$ cat src/rtl/pulse_generator_multi_if.sv
// Control and status bundle for pulse_generator_multi: enable, clear, pulse length,
// per-channel levels in; per-channel pulses and sticky missed flags out.
interface pulse_generator_multi_if #(
    parameter int CHANNEL_COUNT = 4,
    parameter int COUNT_WIDTH   = 8
);
    logic                     clock_enable;
    logic                     clear;
    logic [COUNT_WIDTH-1:0]   pulse_length;
    logic [CHANNEL_COUNT-1:0] level_in;
    logic [CHANNEL_COUNT-1:0] pulse_out;
    logic [CHANNEL_COUNT-1:0] missed;

    modport master (
        output clock_enable, clear, pulse_length, level_in,
        input  pulse_out, missed
    );

    modport slave (
        input  clock_enable, clear, pulse_length, level_in,
        output pulse_out, missed
    );
endinterface

$ cat src/rtl/pulse_generator_multi.sv
// Multi-channel edge-triggered pulse generator: each channel turns a detected edge on
// its level input into a pulse of pulse_length enabled cycles, timed by a down-counter.
module pulse_generator_multi #(
    parameter int CHANNEL_COUNT = 4,
    parameter int COUNT_WIDTH   = 8,
    parameter     EDGE_TYPE     = "POS",
    parameter int RETRIGGER     = 0
) (
    input  logic                      clock,
    input  logic                      reset_n,
    pulse_generator_multi_if.slave    bus
);
    localparam bit IS_POS = (EDGE_TYPE == "POS");
    localparam bit IS_NEG = (EDGE_TYPE == "NEG");
    localparam logic [COUNT_WIDTH-1:0] CNT_ZERO = '0;
    localparam logic [COUNT_WIDTH-1:0] CNT_ONE  = COUNT_WIDTH'(1);

    logic [CHANNEL_COUNT-1:0] level_prev;
    logic [CHANNEL_COUNT-1:0] primed;
    logic [CHANNEL_COUNT-1:0] missed_r;
    logic [CHANNEL_COUNT-1:0] edge_det;
    logic [COUNT_WIDTH-1:0]   count [CHANNEL_COUNT];

    assign bus.missed = missed_r;

    for (genvar i = 0; i < CHANNEL_COUNT; i++) begin : g_ch
        // An unprimed channel has no trustworthy previous level, so it never reports an edge.
        if (IS_POS) begin : g_pos
            assign edge_det[i] = primed[i] & bus.level_in[i] & ~level_prev[i];
        end else if (IS_NEG) begin : g_neg
            assign edge_det[i] = primed[i] & ~bus.level_in[i] & level_prev[i];
        end else begin : g_any
            assign edge_det[i] = primed[i] & (bus.level_in[i] ^ level_prev[i]);
        end

        assign bus.pulse_out[i] = (count[i] != CNT_ZERO);

        always_ff @(posedge clock or negedge reset_n) begin
            if (!reset_n) begin
                count[i]      <= CNT_ZERO;
                level_prev[i] <= 1'b0;
                primed[i]     <= 1'b0;
                missed_r[i]   <= 1'b0;
            end else if (bus.clear) begin
                count[i]    <= CNT_ZERO;
                primed[i]   <= 1'b0;
                missed_r[i] <= 1'b0;
            end else if (bus.clock_enable) begin
                level_prev[i] <= bus.level_in[i];
                primed[i]     <= 1'b1;
                if (edge_det[i]) begin
                    // Without retrigger, only an idle counter or the final pulse cycle may reload.
                    if (count[i] == CNT_ZERO || count[i] == CNT_ONE || RETRIGGER != 0) begin
                        count[i] <= bus.pulse_length;
                    end else begin
                        count[i]    <= count[i] - CNT_ONE;
                        missed_r[i] <= 1'b1;
                    end
                end else if (count[i] != CNT_ZERO) begin
                    count[i] <= count[i] - CNT_ONE;
                end
            end
        end
    end
endmodule

$ cat src/flat_wrapper.sv
// flat-port wrapper written by rule: the top's interface ports become plain ports
module pulse_generator_multi_flat 
#(
    parameter int CHANNEL_COUNT = 4,
    parameter int COUNT_WIDTH   = 8,
    parameter     EDGE_TYPE     = "   ",
    parameter int RETRIGGER     = 0
)
  (clock, reset_n, bus_clock_enable, bus_clear, bus_pulse_length, bus_level_in, bus_pulse_out, bus_missed);
  pulse_generator_multi_if #(.CHANNEL_COUNT(CHANNEL_COUNT), .COUNT_WIDTH(COUNT_WIDTH)) bus_i ();
  input  logic clock;
  input  logic reset_n;
  input wire logic [$bits(bus_i.clock_enable)-1:0] bus_clock_enable;
  input wire logic [$bits(bus_i.clear)-1:0] bus_clear;
  input wire logic [$bits(bus_i.pulse_length)-1:0] bus_pulse_length;
  input wire logic [$bits(bus_i.level_in)-1:0] bus_level_in;
  output wire logic [$bits(bus_i.pulse_out)-1:0] bus_pulse_out;
  output wire logic [$bits(bus_i.missed)-1:0] bus_missed;
  assign bus_i.clock_enable = bus_clock_enable;
  assign bus_i.clear = bus_clear;
  assign bus_i.pulse_length = bus_pulse_length;
  assign bus_i.level_in = bus_level_in;
  assign bus_pulse_out = bus_i.pulse_out;
  assign bus_missed = bus_i.missed;
  pulse_generator_multi #(.CHANNEL_COUNT(CHANNEL_COUNT), .COUNT_WIDTH(COUNT_WIDTH), .EDGE_TYPE(EDGE_TYPE), .RETRIGGER(RETRIGGER)) u_core (.clock(clock), .reset_n(reset_n), .bus(bus_i));
endmodule
$ cat config.mk
export PLATFORM = sky130hd
export DESIGN_NAME = pulse_generator_multi_flat
export DESIGN_NICKNAME = d
export VERILOG_FILES = /design/src/rtl/pulse_generator_multi_if.sv /design/src/rtl/pulse_generator_multi.sv /design/src/flat_wrapper.sv
export SDC_FILE = /design/constraint.sdc
export NUM_CORES = 1
export LEC_CHECK = 0
export CAP_MARGIN = 20
export CORE_UTILIZATION = 53
export CTS_BUF_LIST = sky130_fd_sc_hd__clkbuf_16
export CTS_CLUSTER_DIAMETER = 100
export DETAILED_ROUTE_END_ITERATION = 16
export GPL_ROUTABILITY_DRIVEN = 0
export HOLD_SLACK_MARGIN = 0.15
export PLACE_DENSITY_LB_ADDON = 0.08
export RECOVER_POWER = 50
export SYNTH_ARGS = -nofsm -noshare
export SYNTH_HDL_FRONTEND = slang
export SYNTH_SLANG_ARGS = --single-unit
$ cat constraint.sdc
create_clock -name clock -period 2.2 [get_ports clock]
set_input_delay 0.33 -clock clock [delete_from_list [all_inputs] [get_ports clock]]
set_output_delay 0.33 -clock clock [all_outputs]
set_load 0.02 [all_outputs]
### Word-level counts from Yosys, hierarchy flattened

Cells that the tools add are included.
W data, S select, Z words.

* add/subtract/negate cells: 4
* equal/unequal tests: 8
* mux-type cells: 38
* bitwise logic cells: 9
* reductions and logical operators: 30

Operator list (count)
* $mux W8: 20
* $eq A8 B1 Y1 const B: 4
* $logic_not A8 Y1: 4
* $reduce_bool A8 Y1: 4
* $sub A8 B1 Y8 const B: 4
* $mux W1: 18
* $reduce_and A3 Y1: 4
* $reduce_bool A3 Y1: 4
* $reduce_and A2 Y1: 5
* $reduce_bool A2 Y1: 5
* $ne A2 B2 Y1 const B: 4
* $and A1 B1 Y1: 4
* $logic_or A1 B1 Y1: 4
* $xor A1 B1 Y1: 4
* $not A1 Y1: 1

* register bits: 41
* input bits: 16
* output and inout port bits: 8
* word-level logic and storage cells: 102

### Logic depth before layout (Yosys ltp)

* word-level depth: 6
* gate-level depth with buffers: 9
* depth with buffers taken out: 7

### Least setup slack after synthesis

OpenSTA, ideal clock, no wires.

* path kind: register to register
* start point: register u_core.count[8] (netlist bit)
* end point: register u_core.count[8] (netlist bit)
* setup time: 124 ps
* arrival time: 2014 ps
* data required time: 2076 ps
* path slack: 62 ps
* cell stages (with the launch flop): 8
* buffers on the path: 0
* clock period less this slack: 2138 ps
* path through: dfrtp_1 > inv_1 > ha_1 > nor4b_1 > o211ai_1 > a21oi_2 > and4bb_2 > a211o_1

* word-level cells in the longest chain between the ends: 6
* elaborated cells on any way between the ends: 12
* classes of those cells: 1 x add/sub; 1 x eq/ne; 5 x mux; 5 x reduce/logical

RTL lines
* start, declared: line pulse_generator_multi.sv:22 `logic [COUNT_WIDTH-1:0] count [CHANNEL_COUNT];`
* start signal, assigned by index: line pulse_generator_multi.sv:54 `count[i] <= bus.pulse_length;`
* start signal, assigned by index: line pulse_generator_multi.sv:56 `count[i] <= count[i] - CNT_ONE;`
* start signal, assigned by index: line pulse_generator_multi.sv:60 `count[i] <= count[i] - CNT_ONE;`
* branches (longest 6 deep; another with $sub A8 B1 Y8)

Several ways; the timed one is not identified. The select of a mux whose other input is x is not followed.
A chain may end at the register's enable or synchronous reset.

### Worst setup path in the final report

* start point: register u_core.count[17] (netlist bit)
* end point: output port bus_pulse_out[1]

* word-level cells in the longest chain between the ends: 1

RTL lines
* $reduce_bool A8 Y1: line pulse_generator_multi.sv:36 `assign bus.pulse_out[i] = (count[i] != CNT_ZERO);`
* end, declared: line flat_wrapper.sv:17 `output wire logic [$bits(bus_i.pulse_out)-1:0] bus_pulse_out;`

Every way passes these cells.

==> results by group <==
Die
  • Die X: 75.7 um
  • Initial Utilization: 55.7%
  • Die area: 5730 um^2
  • Num ports: 24
  • Area of the core: 5170 um^2
  • Num rows: 26
  • Die height: 75.7 um

Synthesis
  • Post-Synth Adder-Cell Area: 5.22%
  • Syn nets: 370
  • Async S/R FF share, synth: 100%
  • Largest cells by area after synthesis: dfrtp_1 (36%), o21ai_0 (5.6%), ha_1 (5.2%)
  • Top FF cell, synth: dfrtp_1
  • Leading area contributor after synthesis: dfrtp_1
  • Warnings from Yosys: 0
  • Count of cell types in the netlist: 54
  • Area fraction in compound gates after synthesis: 22.1%
  • Post-synthesis register bit count: 41
  • Seq/Total Area, Yosys: 35.6%
  • Largest family of logic cells by synthesized area: simple AND/OR/NAND/NOR gates
  • Post-synth EDFFs: 0
  • Post-synthesis mux area share: 5.43%
  • Synth Instances: 342
  • Mapped Area: 2880 um^2
  • Simple-gate area share of the yosys netlist: 26.1%
  • Post-Synth XOR/XNOR Area: 1.52%
  • Share of the synthesized area in the top cell type: 35.6%
  • Synth Area per Inst: 8.42 um^2

CTS
  • Post-CTS Setup Inserts: 0
  • H-tree Lvls: 2
  • TritonCTS clock tree: yes
  • Clock slew at reported path FFs: 60 ps
  • Clock Tree Buf Depth: 2
  • # clock sinks: 41
  • CTS Root Buffer Type: clkbuf_16
  • Clock Latency Late Sink: 290 ps
  • Cts bufs inserted: 5

Place
  • Placed cells: 457
  • IO Port Bufs: 23
  • Post-DP HPWL: 5.79 mm

Timing
  • Hold Violations, Final: 0
  • Least-Margin Pin Slew: 739 ps
  • Final Cycle Share: 97.5%
  • Worst hold slack: 508 ps
  • Clock Skew: 4.00 ps
  • Pins Over Slew Limit: 0
  • Final setup TNS: 0 ps
  • Tmin final: 2150 ps
  • Fmax: 0.466 GHz
  • Final setup viols: 0
  • Slew headroom: 50.7%

Route
  • Total vias in the final route: 2909
  • DRT iter0 DRCs: 247
  • Routed vias/inst: 6.24
  • DRC: 0
  • DR WL met3: 679 um
  • Total wire length: 8.35 mm
  • WL met2: 3.93 mm
  • Met1 WL: 3.56 mm
  • WL per Instance: 17.9 um
  • TritonRoute pass-1 iters: 5
  • Uppermost layer routed: met4
  • ANT nets after route: 0

Pwr
  • PD cells: 1530 nW/um^2
  • Leakage: 1.55 nW
  • Overall power: 5.48 mW
  • Max IR drop VDD: 0.776 mV

Final layout
  • Number of fill cells in the layout: 415
  • Area grow syn2layout: 24.3%
  • # diodes: 0
  • Fin cells: 466
  • Layout cells sized above 1: 14.9%
  • Most common cell after layout, fill and taps aside: dfrtp_1
  • Final Util: 69.2%
  • Most frequent cells in the layout: dfrtp_1 (40), nor2_1 (38), nand2_1 (37)
  • Final layout net count: 423

Global routing
  • Largest net degree at the start of global routing: 28
  • Global-route wire length before repair: 12.9 mm
  • GRT Resource Usage Total: 30.9%
  • Initial antenna violation count: 0
  • Vias in the first global route: 2632
  • Remaining global-route overflow: 0

Worst setup path
  • Worst setup EP type: output port
  • Critical path class: flop to output port
  • Critical Path AT: 1820 ps
  • Critical path peak fanout: 5
  • Critical Path RT: 1870 ps
  • Crit path launch type: flop

Hold path
  • Worst Hold Class: flop to flop

Job
  • Max-cap viol count: 0

Outcome
  • Status: complete, no violations
[cells by family (layout without fill, tap and decap cells)]
group / count (synthesis) / after routing
DFF: 41 / 41
and+or+nand+nor: 140 / 140
muxes: 15 / 15
buffers and inverters: 29 / 83
xor gates and xnor gates: 5 / 5
adders and majority gates: 12 / 12
AOI/OAI and AO/OA: 100 / 100
[layer usage]
layer	GRT usage, %	up-vias
li1	-	1363
met1	40.8	1368
met2	49.8	160
met3	7.41	18
met4	11.1	0
met5	0	-
[area by class of cell]
class / instances / area, um^2 / share of cell area, %
clock buffers: 5 / 125 / 3.50
multi-input cells: 272 / 1760 / 49.2
repair buffers: 57 / 463 / 12.9
clock inverters: 3 / 46.3 / 1.29
inverters: 18 / 67.6 / 1.89
flip-flops and latches: 41 / 1030 / 28.7
well taps: 70 / 87.6 / 2.45
[metrics by stage]
step / cell area [um^2] / setup slack (ps)
floorplan: 2880 / 62.3
global placement: 3400 / 0.258
detailed placement: 3400 / -13.3
CTS: 3580 / 7.75
global route: 3580 / -41.8
finish: 3580 / 54.3
[critical path: stages, from the launching register on]
cell and delay, ps:
dfrtp_1 420, inv_1 110, ha_1 200, nor4b_2 250
nand2_1 180, dlygate4sd2_1 360
[synth_stat cells (all sizes together) (5+ instances only)]
master and instances:
o21ai 33, nand3 6, nor4 8, or3 6
inv 18, nor4b 6, a31oi 5, a211oi 5
mux2 5, ha 12, nand2 37, nor3 17
o211ai 5, dfrtp 41, nor2 39, mux2i 10
a21oi 26, clkbuf 6, buf 5, o32ai 5
[report_power, final]
group	internal [mW]	leakage, nW	switching, mW	total (mW)
clock	0.537	0.0800	0.322	0.860
sequential	1.00	0.542	0.298	1.30
combinational	1.49	0.928	1.83	3.32
[sequential cells by signal, summed over array words and instances (netlist names)]
register           cells
u_core.bus.missed      4
u_core.count          32
u_core.level_prev      4
u_core.primed          1
[path summary, 6_finish.rpt]
path                                       from                   end  slack (ps)  cells past startpoint
hold reg to reg            u_core.bus.missed[3]  u_core.bus.missed[3]         510                      2
setup / recovery               u_core.count[17]      bus_pulse_out[1]          50                      5
hold / removal             u_core.bus.missed[3]  u_core.bus.missed[3]         510                      2
setup reg to reg               u_core.count[13]      u_core.count[11]         100                      5
max in group asynchronous               reset_n      u_core.count[23]         740                      3
min in group asynchronous               reset_n       u_core.count[7]         630                      2
[timing repair]
action	in CTS	in global routing
hold endpoints to repair	25	0
setup endpoints to repair	3	5
hold buffers	1	0
gates resized for setup	4	4
(Power assumes the default switching activity.)
